## src/rtl/countdown_timer_pkg.sv

```systemverilog
// Shared definitions for the countdown timer: state encoding and default width.
package countdown_timer_pkg;

  localparam int DEF_WIDTH = 32;

  typedef enum logic {
    IDLE = 1'b0,
    RUN  = 1'b1
  } state_t;

endpackage

```

## src/rtl/full_cla.sv

```systemverilog
// Parallel-prefix carry-lookahead adder: sum = operandA + operandB + carryin.
// Purely combinational; carryout is the carry out of the MSB.
module full_cla #(
  parameter int WIDTH = 32
) (
  input  logic [WIDTH-1:0] operandA,
  input  logic [WIDTH-1:0] operandB,
  input  logic             carryin,
  output logic [WIDTH-1:0] sum,
  output logic             carryout
);

  localparam int LEVELS = (WIDTH > 1) ? $clog2(WIDTH) : 1;

  logic [WIDTH-1:0] gl [LEVELS+1];
  logic [WIDTH-1:0] pl [LEVELS+1];
  logic [WIDTH:0]   carry;

  assign gl[0] = operandA & operandB;
  assign pl[0] = operandA ^ operandB;

  // Kogge-Stone prefix tree: level l combines spans of 2**l bits.
  for (genvar l = 0; l < LEVELS; l++) begin : g_level
    for (genvar i = 0; i < WIDTH; i++) begin : g_bit
      if (i >= (1 << l)) begin : g_comb
        assign gl[l+1][i] = gl[l][i] | (pl[l][i] & gl[l][i-(1<<l)]);
        assign pl[l+1][i] = pl[l][i] & pl[l][i-(1<<l)];
      end else begin : g_pass
        assign gl[l+1][i] = gl[l][i];
        assign pl[l+1][i] = pl[l][i];
      end
    end
  end

  assign carry    = {gl[LEVELS] | (pl[LEVELS] & {WIDTH{carryin}}), carryin};
  assign sum      = pl[0] ^ carry[WIDTH-1:0];
  assign carryout = carry[WIDTH];

endmodule

```

## src/rtl/countdown_timer.sv

```systemverilog
// Loadable down-counter with one-cycle done pulse and optional auto-reload.
// done rises N clocks after a start with load_value=N while enable is held high.
module countdown_timer
  import countdown_timer_pkg::*;
#(
  parameter int WIDTH = DEF_WIDTH
) (
  input  logic             clock,
  input  logic             reset,
  input  logic             start,
  input  logic             stop,
  input  logic             enable,
  input  logic             auto_reload,
  input  logic [WIDTH-1:0] load_value,
  output logic [WIDTH-1:0] count,
  output logic             busy,
  output logic             done
);

  state_t           state_q, state_d;
  logic [WIDTH-1:0] count_q, count_d;
  logic [WIDTH-1:0] reload_q, reload_d;
  logic             mode_q, mode_d;
  logic             done_q, done_d;
  logic             busy_q, busy_d;

  logic [WIDTH-1:0] dec_sum;
  logic             dec_cout;
  logic             cnt_is_one;

  // count + all-ones == count - 1; carry out is set whenever count != 0.
  full_cla #(.WIDTH(WIDTH)) count_dec (
    .operandA (count_q),
    .operandB ({WIDTH{1'b1}}),
    .carryin  (1'b0),
    .sum      (dec_sum),
    .carryout (dec_cout)
  );

  assign cnt_is_one = dec_cout && (dec_sum == '0);

  always_comb begin
    state_d  = state_q;
    count_d  = count_q;
    reload_d = reload_q;
    mode_d   = mode_q;
    done_d   = 1'b0;

    if (start) begin
      if (load_value != '0) begin
        count_d  = load_value;
        reload_d = load_value;
        mode_d   = auto_reload;
        state_d  = RUN;
      end else begin
        count_d = '0;
        done_d  = 1'b1;
        state_d = IDLE;
      end
    end else if (state_q == RUN) begin
      if (stop) begin
        state_d = IDLE;
      end else if (enable) begin
        if (cnt_is_one) begin
          done_d = 1'b1;
          if (mode_q) begin
            count_d = reload_q;
          end else begin
            count_d = '0;
            state_d = IDLE;
          end
        end else begin
          count_d = dec_sum;
        end
      end
    end

    busy_d = (state_d == RUN);
  end

  always_ff @(posedge clock or negedge reset) begin
    if (!reset) begin
      state_q  <= IDLE;
      count_q  <= '0;
      reload_q <= '0;
      mode_q   <= 1'b0;
      done_q   <= 1'b0;
      busy_q   <= 1'b0;
    end else begin
      state_q  <= state_d;
      count_q  <= count_d;
      reload_q <= reload_d;
      mode_q   <= mode_d;
      done_q   <= done_d;
      busy_q   <= busy_d;
    end
  end

  assign count = count_q;
  assign busy  = busy_q;
  assign done  = done_q;

endmodule

```

## config.mk

```make
export PLATFORM = sky130hd
export DESIGN_NAME = countdown_timer
export DESIGN_NICKNAME = d
export VERILOG_FILES = /design/src/rtl/countdown_timer_pkg.sv /design/src/rtl/full_cla.sv /design/src/rtl/countdown_timer.sv
export SDC_FILE = /design/constraint.sdc
export NUM_CORES = 1
export LEC_CHECK = 0
export BUFFER_PORTS_ARGS = -buffer_cell sky130_fd_sc_hd__buf_4
export CORE_MARGIN = 1.5
export CORE_UTILIZATION = 32
export DETAILED_ROUTE_END_ITERATION = 6
export PLACE_DENSITY = 0.51
export SLEW_MARGIN = 30
export SYNTH_ARGS = -nofsm -noshare
export SYNTH_HDL_FRONTEND = slang
export SYNTH_SLANG_ARGS = --single-unit
```

## constraint.sdc

```tcl
create_clock -name clock -period 9.6 [get_ports clock]
set_input_delay 0.48 -clock clock [delete_from_list [all_inputs] [get_ports clock]]
set_output_delay 0.48 -clock clock [all_outputs]
set_load 0.05 [all_outputs]
```

==> out/results.tsv <==
stage	metric	value	unit
route	vias	4135	
placement	GP Congestion	0.9027	
pwr	Internal	0.0006055	W
timing	Max-slew headroom	44.68	%
critical_path	Critical Path RT	9850	ps
status	status	finished clean	
timing	setup TNS	0	ps
critical_path	CP startpoint kind	register	
timing	period utilization	44.62	%
timing	Peak Freq	0.2335	GHz
critical_path	crit-path most repeated cell	or4_1	
critical_path	critical-path cell list	inv_1, ha_1, or4b_1, or4_1, or3_1, xor2_1, nand4_1, or4_1, mux2i_1, a221oi_1	
global_routing	vias in the first global route	3961	
final_layout	P&R area growth vs syn	23.34	%
route	Detail Route Antenna Nets	0	
synthesis	Netlist cell types	48	
route	DRC Markers	0	
critical_path	Crit. End Element	register	
clock_network	CTS Buf Count	9	
placement	DP HPWL	9543	um
clock_network	CTS tree	built	
final_layout	commonest non-fill, non-tap cell in the layout	nand2_1	
synthesis	Mapped Cells	526	
timing	Worst Max-Slew Pin Slew	829.7	ps
floorplanning	# rows	41	
job	MaxCap Viol Count	0	
route	Routed wire per std cell	17.78	um
pwr	Clock power frac	34.1	%
placement	Port Buf Inserts	71	
synthesis	Top FF cell, synth	dfrtp_1	
clock_network	CTS hold repair buffers	0	
clock_network	Clock Tree Root	clkbuf_16	
pwr	leak pwr	2.222	nW
clock_network	Longest Clk Path Bufs	2	
critical_path	slowest stage cell, crit path	or4_1	
clock_network	post-CTS setup buffer count	0	
floorplanning	starting density of the core	32.59	%
timing	Max Slew Vio Count	0	
worst_hold_path	Hold Path Class	in -> async	
final_layout	fin cells	759	
floorplanning	die span in x	115.9	um
clock_network	Clk Latency, worst-skew pair	350	ps
critical_path	CP delay by family, top	simple AND/OR/NAND/NOR gates	
global_routing	largest net degree at the start of global routing	68	
pwr	Comb pwr share	27.8	%
floorplanning	die area	13430	sq um
synthesis	Async S/R FF share, synth	100.0	%
clock_network	CTS H-Tree Depth	3	
timing	setup violators final	0	
critical_path	Max stage delay on crit path	850	ps
critical_path	crit-path max FO	17	
synthesis	post-synthesis sequential area ratio	41.10	%
synthesis	Syn. warnings	0	
pwr	switching portion of total power	36.43	%
final_layout	share of layout cells above drive strength 1	16.52	%
critical_path	critical path arrival	4530	ps
placement	placed insts	743	
timing	clk_skew	6.347	ps
global_routing	antenna violations before repair	0	
floorplanning	Core Footprint	12520	sq um
synthesis	net count after synthesis	566	
timing	fin crit period	4283	ps
synthesis	Mean Syn Cell Area	7.755	sq um
synthesis	Seq cells post-synth	67	
pwr	Reg power frac	38.1	%
critical_path	Crit Path Class	reg -> reg	
synthesis	Mapped Area	4079	sq um
global_routing	first-pass GRT wire length	21820	um
clock_network	clock slew at reported path FFs	50	ps
floorplanning	die span in y	115.9	um
route	initial DRC count	213	
final_layout	n_diodes	0	
route	wirelength, routed	13490	um
final_layout	Final nets	622	
final_layout	most frequent cells in the layout	nand2_1 (146), buf_4 (74), dfrtp_1 (67)	
clock_network	post-CTS resize count	0	
clock_network	CTS Sinks	67	
route	DR pass1 iterations	5	
pwr	Switch Pwr	0.0003469	W
pwr	Peak VDD IR	0.08360	mV
timing	Hold Vio Cnt, Final	0	
global_routing	total track usage	21.54	%
timing	RSZ-0062 raised after global routing	no	
floorplanning	Ports	72	
synthesis	number of synthesized flops with an enable pin	0	
global_routing	gr ovfl total	0	
pwr	PD cells	189.3	nW/um^2
route	vias per cell	5.448	
critical_path	crit path buf inv count	1	
stage by stage:
step           hold slack, ps  setup slack, ps  util (%)  area, sq um  total power, W
2_1_floorplan           184.4             5798         -         4079       0.0005329
3_5_place_dp            463.1             5335     37.82         4735       0.0006316
6_report                129.5             5317     40.19         5031       0.0009524
5_1_grt                 189.5             5011     40.19         5031        0.001001
4_1_cts                 280.7             5292     40.16         5027       0.0009605
3_3_place_gp            459.0             5442     37.82         4735       0.0006276
power by group through the flow:
stage	logic (W)	clock network (W)	registers (W)
2_1_floorplan	0.000122	0	0.000411
3_3_place_gp	0.000261	0	0.000366
3_5_place_dp	0.000264	0	0.000367
4_1_cts	0.000265	0.000332	0.000363
5_1_grt	0.000288	0.000343	0.000369
6_report	0.000265	0.000325	0.000362
cells in the mapped netlist (all sizes together) (6+ instances only):
master	count	area share (%)
a21oi	24	2.9
buf	8	1.1
clkbuf	22	2.0
dfrtp	67	41
inv	6	0.55
nand2	146	13
nand3	23	2.8
nand4	12	1.8
nor2	48	4.4
nor3	14	1.8
nor4	17	2.8
o211ai	12	2.2
o21a	15	2.8
o21ai	32	3.9
or3	8	1.2
or4	7	1.4
xnor2	13	2.8
xor2	8	1.7
flip-flops by register name (all words and copies together), names as in the netlist:
signal / count
done: 1
count: 32
busy: 1
reload_q: 32
mode_q: 1
per-layer routing:
| layer | global-route usage, % | routed length (um) | vias up |
|---|---|---|---|
| met1 | 29.27 | 6307 | 2010 |
| met5 | 0 | 0 | - |
| met3 | 4.236 | 692 | 18 |
| met4 | 9.350 | 277 | 0 |
| li1 | - | - | 1970 |
| met2 | 33.37 | 6216 | 137 |
path summary, 6_finish.rpt:
check,startpoint,slack [ps],endpoint,cells past startpoint
worst max-delay path,count[0],5320,count[0],10
worst min-delay path,reset,130,reload_q[9],1
worst max register to register,count[0],5320,count[0],10
worst min register to register,reload_q[27],470,reload_q[27],2
max in group asynchronous,reset,9020,count[19],1
min in group clock,auto_reload,320,mode_q,3
cell families after synthesis:
kind of cell,synth area share (%)
DFF,41.10
xor gates and xnor gates,4.509
muxes,0.2454
buffers and inverters,3.681
AOI/OAI and AO/OA,16.66
adders and majority gates,0.6134
and+or+nand+nor,33.19
area by class of cell:
cell class | instances | area (sq um)
fillers | 1344 | 7486
well taps | 172 | 215.2
clock inverters | 1 | 5.005
inverters | 6 | 22.52
clock buffers | 15 | 287.8
multi-input cells | 423 | 2257
flip-flops and latches | 67 | 1677
repair buffers | 75 | 566.8
No activity file was read; power rests on OpenSTA's default activity.
